<file path="src/rtl/vend_credit_ctrl.sv">
// Purpose : vending credit/sequencing controller; accumulates half-unit coin credit,
//           arbitrates selection vs refund, then drives the dispenser and change-hopper handshakes.
// Latency : every response (credit update, pulses, req levels) is registered and visible one cycle after the causing input.
// Backpr. : no stalls; coins that cannot be taken are answered with coin_reject, and requests are held until their ack.
//
// Ports   : sys_clk/sys_rst_n      clock, async active-low reset
//           pHalf/pOne             coin pulses (0.5 / 1.0)
//           sel_vld/sel_id/refund  front-panel buttons
//           disp_req/disp_id/disp_ack   dispenser handshake
//           chg_req/chg_coin/chg_ack    hopper handshake, one coin per ack
//           credit, coin_reject, sel_deny, busy   status outputs
// Option  : define VEND_TIMEOUT_REFUND_EN to build the idle auto-refund (TIMEOUT_CYCLES idle cycles in CREDIT).

module vend_credit_ctrl #(
  parameter int MAX_CREDIT     = 8,
  parameter int PRICE0         = 3,
  parameter int PRICE1         = 4,
  parameter int PRICE2         = 5,
  parameter int PRICE3         = 6,
  parameter int TIMEOUT_CYCLES = 1000
) (
  input  logic       sys_clk,
  input  logic       sys_rst_n,
  input  logic       pHalf,
  input  logic       pOne,
  input  logic       sel_vld,
  input  logic [1:0] sel_id,
  input  logic       refund,
  input  logic       disp_ack,
  input  logic       chg_ack,
  output logic [3:0] credit,
  output logic       coin_reject,
  output logic       sel_deny,
  output logic       disp_req,
  output logic [1:0] disp_id,
  output logic       chg_req,
  output logic       chg_coin,
  output logic       busy
);

  typedef enum logic [3:0] {
    S_IDLE     = 4'b0001,
    S_CREDIT   = 4'b0010,
    S_DISPENSE = 4'b0100,
    S_CHANGE   = 4'b1000
  } state_t;

  state_t state;

  function automatic logic [3:0] price_of(input logic [1:0] id);
    case (id)
      2'd0:    price_of = 4'(PRICE0);
      2'd1:    price_of = 4'(PRICE1);
      2'd2:    price_of = 4'(PRICE2);
      default: price_of = 4'(PRICE3);
    endcase
  endfunction

  logic       coin_any;
  logic       coin_bad;
  logic [4:0] credit_sum;
  logic       coin_fits;
  logic       coin_accept;
  logic [3:0] sel_price;
  logic [3:0] disp_rem;
  logic [3:0] chg_rem;
  logic       timeout_fire;

  assign coin_any    = pHalf | pOne;
  assign coin_bad    = pHalf & pOne;
  // One bit of headroom so an overflowing sum is caught instead of wrapping.
  assign credit_sum  = {1'b0, credit} + (pOne ? 5'd2 : 5'd1);
  assign coin_fits   = (credit_sum <= 5'(MAX_CREDIT));
  assign coin_accept = coin_any & ~coin_bad & coin_fits & ~refund & ~sel_vld;
  assign sel_price   = price_of(sel_id);
  // The price check before DISPENSE guarantees these never underflow.
  assign disp_rem    = credit - price_of(disp_id);
  assign chg_rem     = credit - (chg_coin ? 4'd2 : 4'd1);

`ifdef VEND_TIMEOUT_REFUND_EN
  logic [15:0] idle_cnt;

  // Counts quiet cycles in CREDIT; any accepted coin, button press or leaving CREDIT restarts it.
  always_ff @(posedge sys_clk or negedge sys_rst_n) begin
    if (!sys_rst_n) begin
      idle_cnt <= '0;
    end else if (state != S_CREDIT || refund || sel_vld || coin_accept || timeout_fire) begin
      idle_cnt <= '0;
    end else begin
      idle_cnt <= idle_cnt + 16'd1;
    end
  end

  assign timeout_fire = (state == S_CREDIT) && !refund && !sel_vld && !coin_accept &&
                        (idle_cnt == 16'(TIMEOUT_CYCLES - 1));
`else
  // The timeout length only matters when the auto-refund is built.
  logic unused_timeout;
  assign unused_timeout = (TIMEOUT_CYCLES > 0);
  assign timeout_fire   = 1'b0;
`endif

  always_ff @(posedge sys_clk or negedge sys_rst_n) begin
    if (!sys_rst_n) begin
      state       <= S_IDLE;
      credit      <= '0;
      coin_reject <= 1'b0;
      sel_deny    <= 1'b0;
      disp_req    <= 1'b0;
      disp_id     <= '0;
      chg_req     <= 1'b0;
      chg_coin    <= 1'b0;
      busy        <= 1'b0;
    end else begin
      coin_reject <= 1'b0;
      sel_deny    <= 1'b0;
      case (state)
        S_IDLE, S_CREDIT: begin
          if (refund || timeout_fire) begin
            // A coin colliding with a button is never credited.
            coin_reject <= coin_any;
            // IDLE holds no credit, so refund there is a no-op.
            if (state == S_CREDIT) begin
              state    <= S_CHANGE;
              chg_req  <= 1'b1;
              chg_coin <= (credit >= 4'd2);
              busy     <= 1'b1;
            end
          end else if (sel_vld) begin
            coin_reject <= coin_any;
            if (state == S_CREDIT) begin
              if (credit >= sel_price) begin
                state    <= S_DISPENSE;
                disp_req <= 1'b1;
                disp_id  <= sel_id;
                busy     <= 1'b1;
              end else begin
                sel_deny <= 1'b1;
              end
            end
          end else if (coin_any) begin
            if (coin_accept) begin
              credit <= credit_sum[3:0];
              state  <= S_CREDIT;
            end else begin
              coin_reject <= 1'b1;
            end
          end
        end

        S_DISPENSE: begin
          coin_reject <= coin_any;
          if (disp_ack) begin
            disp_req <= 1'b0;
            credit   <= disp_rem;
            if (disp_rem != 4'd0) begin
              state    <= S_CHANGE;
              chg_req  <= 1'b1;
              chg_coin <= (disp_rem >= 4'd2);
            end else begin
              state <= S_IDLE;
              busy  <= 1'b0;
            end
          end
        end

        S_CHANGE: begin
          coin_reject <= coin_any;
          if (chg_ack) begin
            credit <= chg_rem;
            if (chg_rem == 4'd0) begin
              state    <= S_IDLE;
              chg_req  <= 1'b0;
              chg_coin <= 1'b0;
              busy     <= 1'b0;
            end else begin
              chg_coin <= (chg_rem >= 4'd2);
            end
          end
        end

        default: begin
          // Corrupted one-hot state: fall back to a clean, empty IDLE.
          state    <= S_IDLE;
          credit   <= '0;
          disp_req <= 1'b0;
          chg_req  <= 1'b0;
          chg_coin <= 1'b0;
          busy     <= 1'b0;
        end
      endcase
    end
  end

endmodule

</file>
<file path="config.mk">
export PLATFORM = sky130hd
export DESIGN_NAME = vend_credit_ctrl
export DESIGN_NICKNAME = d
export VERILOG_FILES = /design/src/rtl/vend_credit_ctrl.sv
export SDC_FILE = /design/constraint.sdc
export NUM_CORES = 1
export LEC_CHECK = 0
export ABC_AREA = 1
export BUFFER_PORTS_ARGS = -buffer_cell sky130_fd_sc_hd__buf_2
export CAP_MARGIN = 30
export CORE_MARGIN = 4
export CORE_UTILIZATION = 52
export CTS_BUF_LIST = sky130_fd_sc_hd__clkbuf_8
export DETAILED_ROUTE_END_ITERATION = 7
export PLACE_DENSITY = 0.72
export SYNTH_ARGS = -nofsm -noshare
export SYNTH_HDL_FRONTEND = slang
export SYNTH_SLANG_ARGS = --single-unit
</file>
<file path="constraint.sdc">
create_clock -name sys_clk -period 2.3 [get_ports sys_clk]
set_clock_uncertainty 0.05 [all_clocks]
set_input_delay 0.23 -clock sys_clk [delete_from_list [all_inputs] [get_ports sys_clk]]
set_output_delay 0.23 -clock sys_clk [all_outputs]
set_load 0.02 [all_outputs]
</file>
==> impl_metrics.csv <==
group,metric,value,unit
outcome,status,"complete, no violations",
worst_setup_path,critPathKind,"reg2reg",
pwr,p_total,0.00203,W
cells_and_area,fin_nets,295,
synthesis,synth.area.top_cells,"dfrtp_1 (24%), nand2_1 (19%), ha_1 (12%)",
synthesis,syn_nets,269,
route,wl_met1,1.63,mm
synthesis,synthDistinctLibCells,25,
sta,final-max-slew-violation-count,0,
placement,routabilityCongestion,0.875,
clocking,cts_tree,"yes",
route,met2WireLength,1.64,mm
synthesis,synth_warnings,0,
synthesis,netlist_instances,241,
placement,placed_area,0.00170,mm^2
cells_and_area,drive_gt1_share,17.3,%
cells_and_area,area_growth,13.1,%
sta,tightest_slew,0.379,ns
cells_and_area,diodes,0,
pwr,intPower,0.000975,W
route,wirelength,3.58,mm
synthesis,synth_edf_count,0,
placement,portBuffers,21,
cells_and_area,instances_no_fill,297,
synthesis,synth_seq_cells,16,
synthesis,yosysTopAreaCellShare,24.0,%
route,drc_errors,0,
global_routing,grt_max_degree,17,
global_routing,grt_pass1_wl,6.47,mm
pwr,swShare,51.9,%
sta,finalSetupTns,0,ns
pwr,power_density,1150,mW/mm^2
sta,fin_crit_sh,90.9,%
worst_setup_path,critPathBufInv,2,
clocking,cts_buffers,3,
placement,dp_cells,292,
global_routing,grt_overflow,0,
floorplanning,coreArea,0.00281,mm^2
worst_setup_path,cp_data_required_time,2.39,ns
sta,maxSlewHeadroom,74.7,%
route,drt_pass1_iterations,4,
synthesis,synth_seq_area_share,25.7,%
sta,fmax,478,MHz
worst_setup_path,slowest_delay,0.52,ns
global_routing,antenna_found_initial,0,
route,viasPerCell,5.08,
floorplanning,rows,19,
flow_run,cap_violations,0,
pwr,p_leak,1.07,nW
synthesis,syn_avg_cell_area,6.48,um^2
worst_setup_path,crit_path_max_fanout,7,
synthesis,synthMostInstantiatedCell,"nand2_1",
clocking,clock-sinks,16,
pwr,pwr-share-seq,22.8,%
worst_setup_path,slowest_stage,"dfrtp_1",
floorplanning,die_w,62.8,um
pwr,irDropWorstVdd,0.536,mV
pwr,p_comb_share,66.8,%
route,drt_iter0_drc,79,
global_routing,grt_usage,20.3,%
cells_and_area,final_area,0.00177,mm^2
clocking,postCtsSetupBuffers,0,
worst_setup_path,critPathArrivalTime,2.18,ns
clocking,clk-insertion-delay-late,0.25,ns
worst_setup_path,setup.worst_path.end_class,"flip-flop",
pwr,switchingPower,0.00105,W
cells_and_area,filler_cell_count,275,
clocking,cts.clk_slew.worst_paths,0.06,ns
synthesis,synth_ff_type,"dfrtp_1",
floorplanning,ios,22,
sta,finalHoldViolations,0,
route,drtAntennaViolNets,0,
worst_setup_path,critPathTopFamily,"simple AND/OR/NAND/NOR gates",
pwr,power_frac_clock,10.4,%
global_routing,first_global_vias,1470,
clocking,cts-root-buf,"clkbuf_8",
clocking,cts_buffer_depth,2,
hold_path,hold_class,"in2reg",
synthesis,netlist_area,0.00156,mm^2
sta,rsz0062_at_grt,"false",
route,routed-wl-met3,254,um
synthesis,synth_commonest_cells,"nand2_1 (80), inv_1 (36), nor2_1 (31), nand3_1 (21)",
sta,min_period,2.09,ns
worst_setup_path,crit_chain,"buf_4 -> fa_1 -> inv_1 -> nand3_1 -> nand2_1 -> nand3_2 -> nor2_1 -> nand2_1 -> nand2_1 -> nand2_1",
floorplanning,initial_core_util,55.7,%
route,wl_per_cell,12.1,um
clocking,htree_levels,1,
floorplanning,fp.dieH,62.8,um
placement,place_hpwl,3.00,mm
sta,setup_viol,0,
route,num_vias,1510,
synthesis,yosysTopAreaCell,"dfrtp_1",
floorplanning,die_area,0.00395,mm^2
synthesis,ys_async_sr_fraction,100,%
route,highest_layer,"met4",
worst_setup_path,cp_common_cell,"nand2_1",
worst_setup_path,critPathLaunchType,"flip-flop",
-- metal layers --
| layer | GRT usage [%] | vias up |
|---|---|---|
| li1 | - | 800 |
| met1 | 26.8 | 656 |
| met2 | 33.2 | 50 |
| met3 | 3.96 | 4 |
| met4 | 6.34 | 0 |
| met5 | 0 | - |
-- cells in the final DEF, fill, tap and decap left out, types with 3 or more instances in the layout --
master	count
clkbuf_8	3
a21oi_1	3
dfrtp_1	15
o21ai_0	3
ha_1	14
o211ai_1	4
buf_2	21
nand2_2	3
fa_1	3
nand2_1	80
nand4_1	3
nor2_2	5
nor2_1	30
nand3_2	3
inv_2	5
inv_1	35
nand3_1	21
nor3_1	3
-- metrics by stage --
step,utilization (%),worst slack [ns],hold slack (ns)
after floorplan,-,0.160,-0.116
after global placement,60.5,0.240,0.106
after detailed placement,60.5,0.174,0.109
after CTS,62.5,0.160,0.210
after global routing,63.0,0.00595,0.215
final,63.0,0.209,0.215
-- logic make-up (layout without fill, tap and decap cells) --
kind of cell / after synthesis / in the layout / share of synthesized area (%)
and+or+nand+nor: 153 / 153 / 42.8
DFF: 16 / 16 / 25.7
buffers and inverters: 43 / 68 / 11.4
adders and majority gates: 18 / 18 / 15.9
AOI/OAI and AO/OA: 11 / 11 / 4.24
-- power by group through the flow --
stage	Sequential (W)	Combinational, W	Clock, W
after floorplan	0.000523	0.000965	0
after global placement	0.000464	0.00132	0
after detailed placement	0.000465	0.00134	0
after CTS	0.000460	0.00135	0.000214
after global routing	0.000477	0.00158	0.000232
final	0.000462	0.00135	0.000210
-- registers in the layout (all words and copies together), names as in the netlist --
signal and flops:
busy 1, chg_coin 1, chg_req 1, coin_reject 1, credit 4, disp_id 2
disp_req 1, sel_deny 1, state 4
-- timing repair --
| action | CTS | global route |
|---|---|---|
| resized for setup | 0 | 4 |
| hold buffers | 1 | 0 |
| hold endpoints to repair | 15 | 0 |
| setup endpoints to repair | 0 | 3 |
-- layout make-up --
class	instances	area, um^2	share of cell area [%]
Multi-Input combinational cell	182	997	56.4
Sequential cell	16	402	22.7
Inverter	40	155	8.78
Timing Repair Buffer	24	130	7.36
Clock buffer	3	41.3	2.34
Tap cell	31	38.8	2.19
Clock inverter	1	3.75	0.212
-- worst register-to-register path, stage by stage, from the launching register on --
cell and delay, ns:
dfrtp_1 0.52, buf_4 0.22, fa_1 0.47, inv_1 0.09, nand3_1 0.08, nand2_1 0.11, nand3_2 0.12, nor2_1 0.15
nand2_1 0.08, nand2_1 0.06, nand2_1 0.04
-- worst paths after layout --
check / start / to / slack, ns / depth (start not counted)
hold reg to reg: busy / busy / 0.42 / 2
max in group asynchronous: sys_rst_n / state[0] / 1.52 / 2
setup reg to reg: credit[1] / chg_req / 0.21 / 10
min in group asynchronous: sys_rst_n / credit[0] / 0.37 / 2
setup / recovery: credit[1] / chg_req / 0.21 / 10
hold / removal: sel_vld / sel_deny / 0.21 / 3
Power figures use the tool's default switching activity.
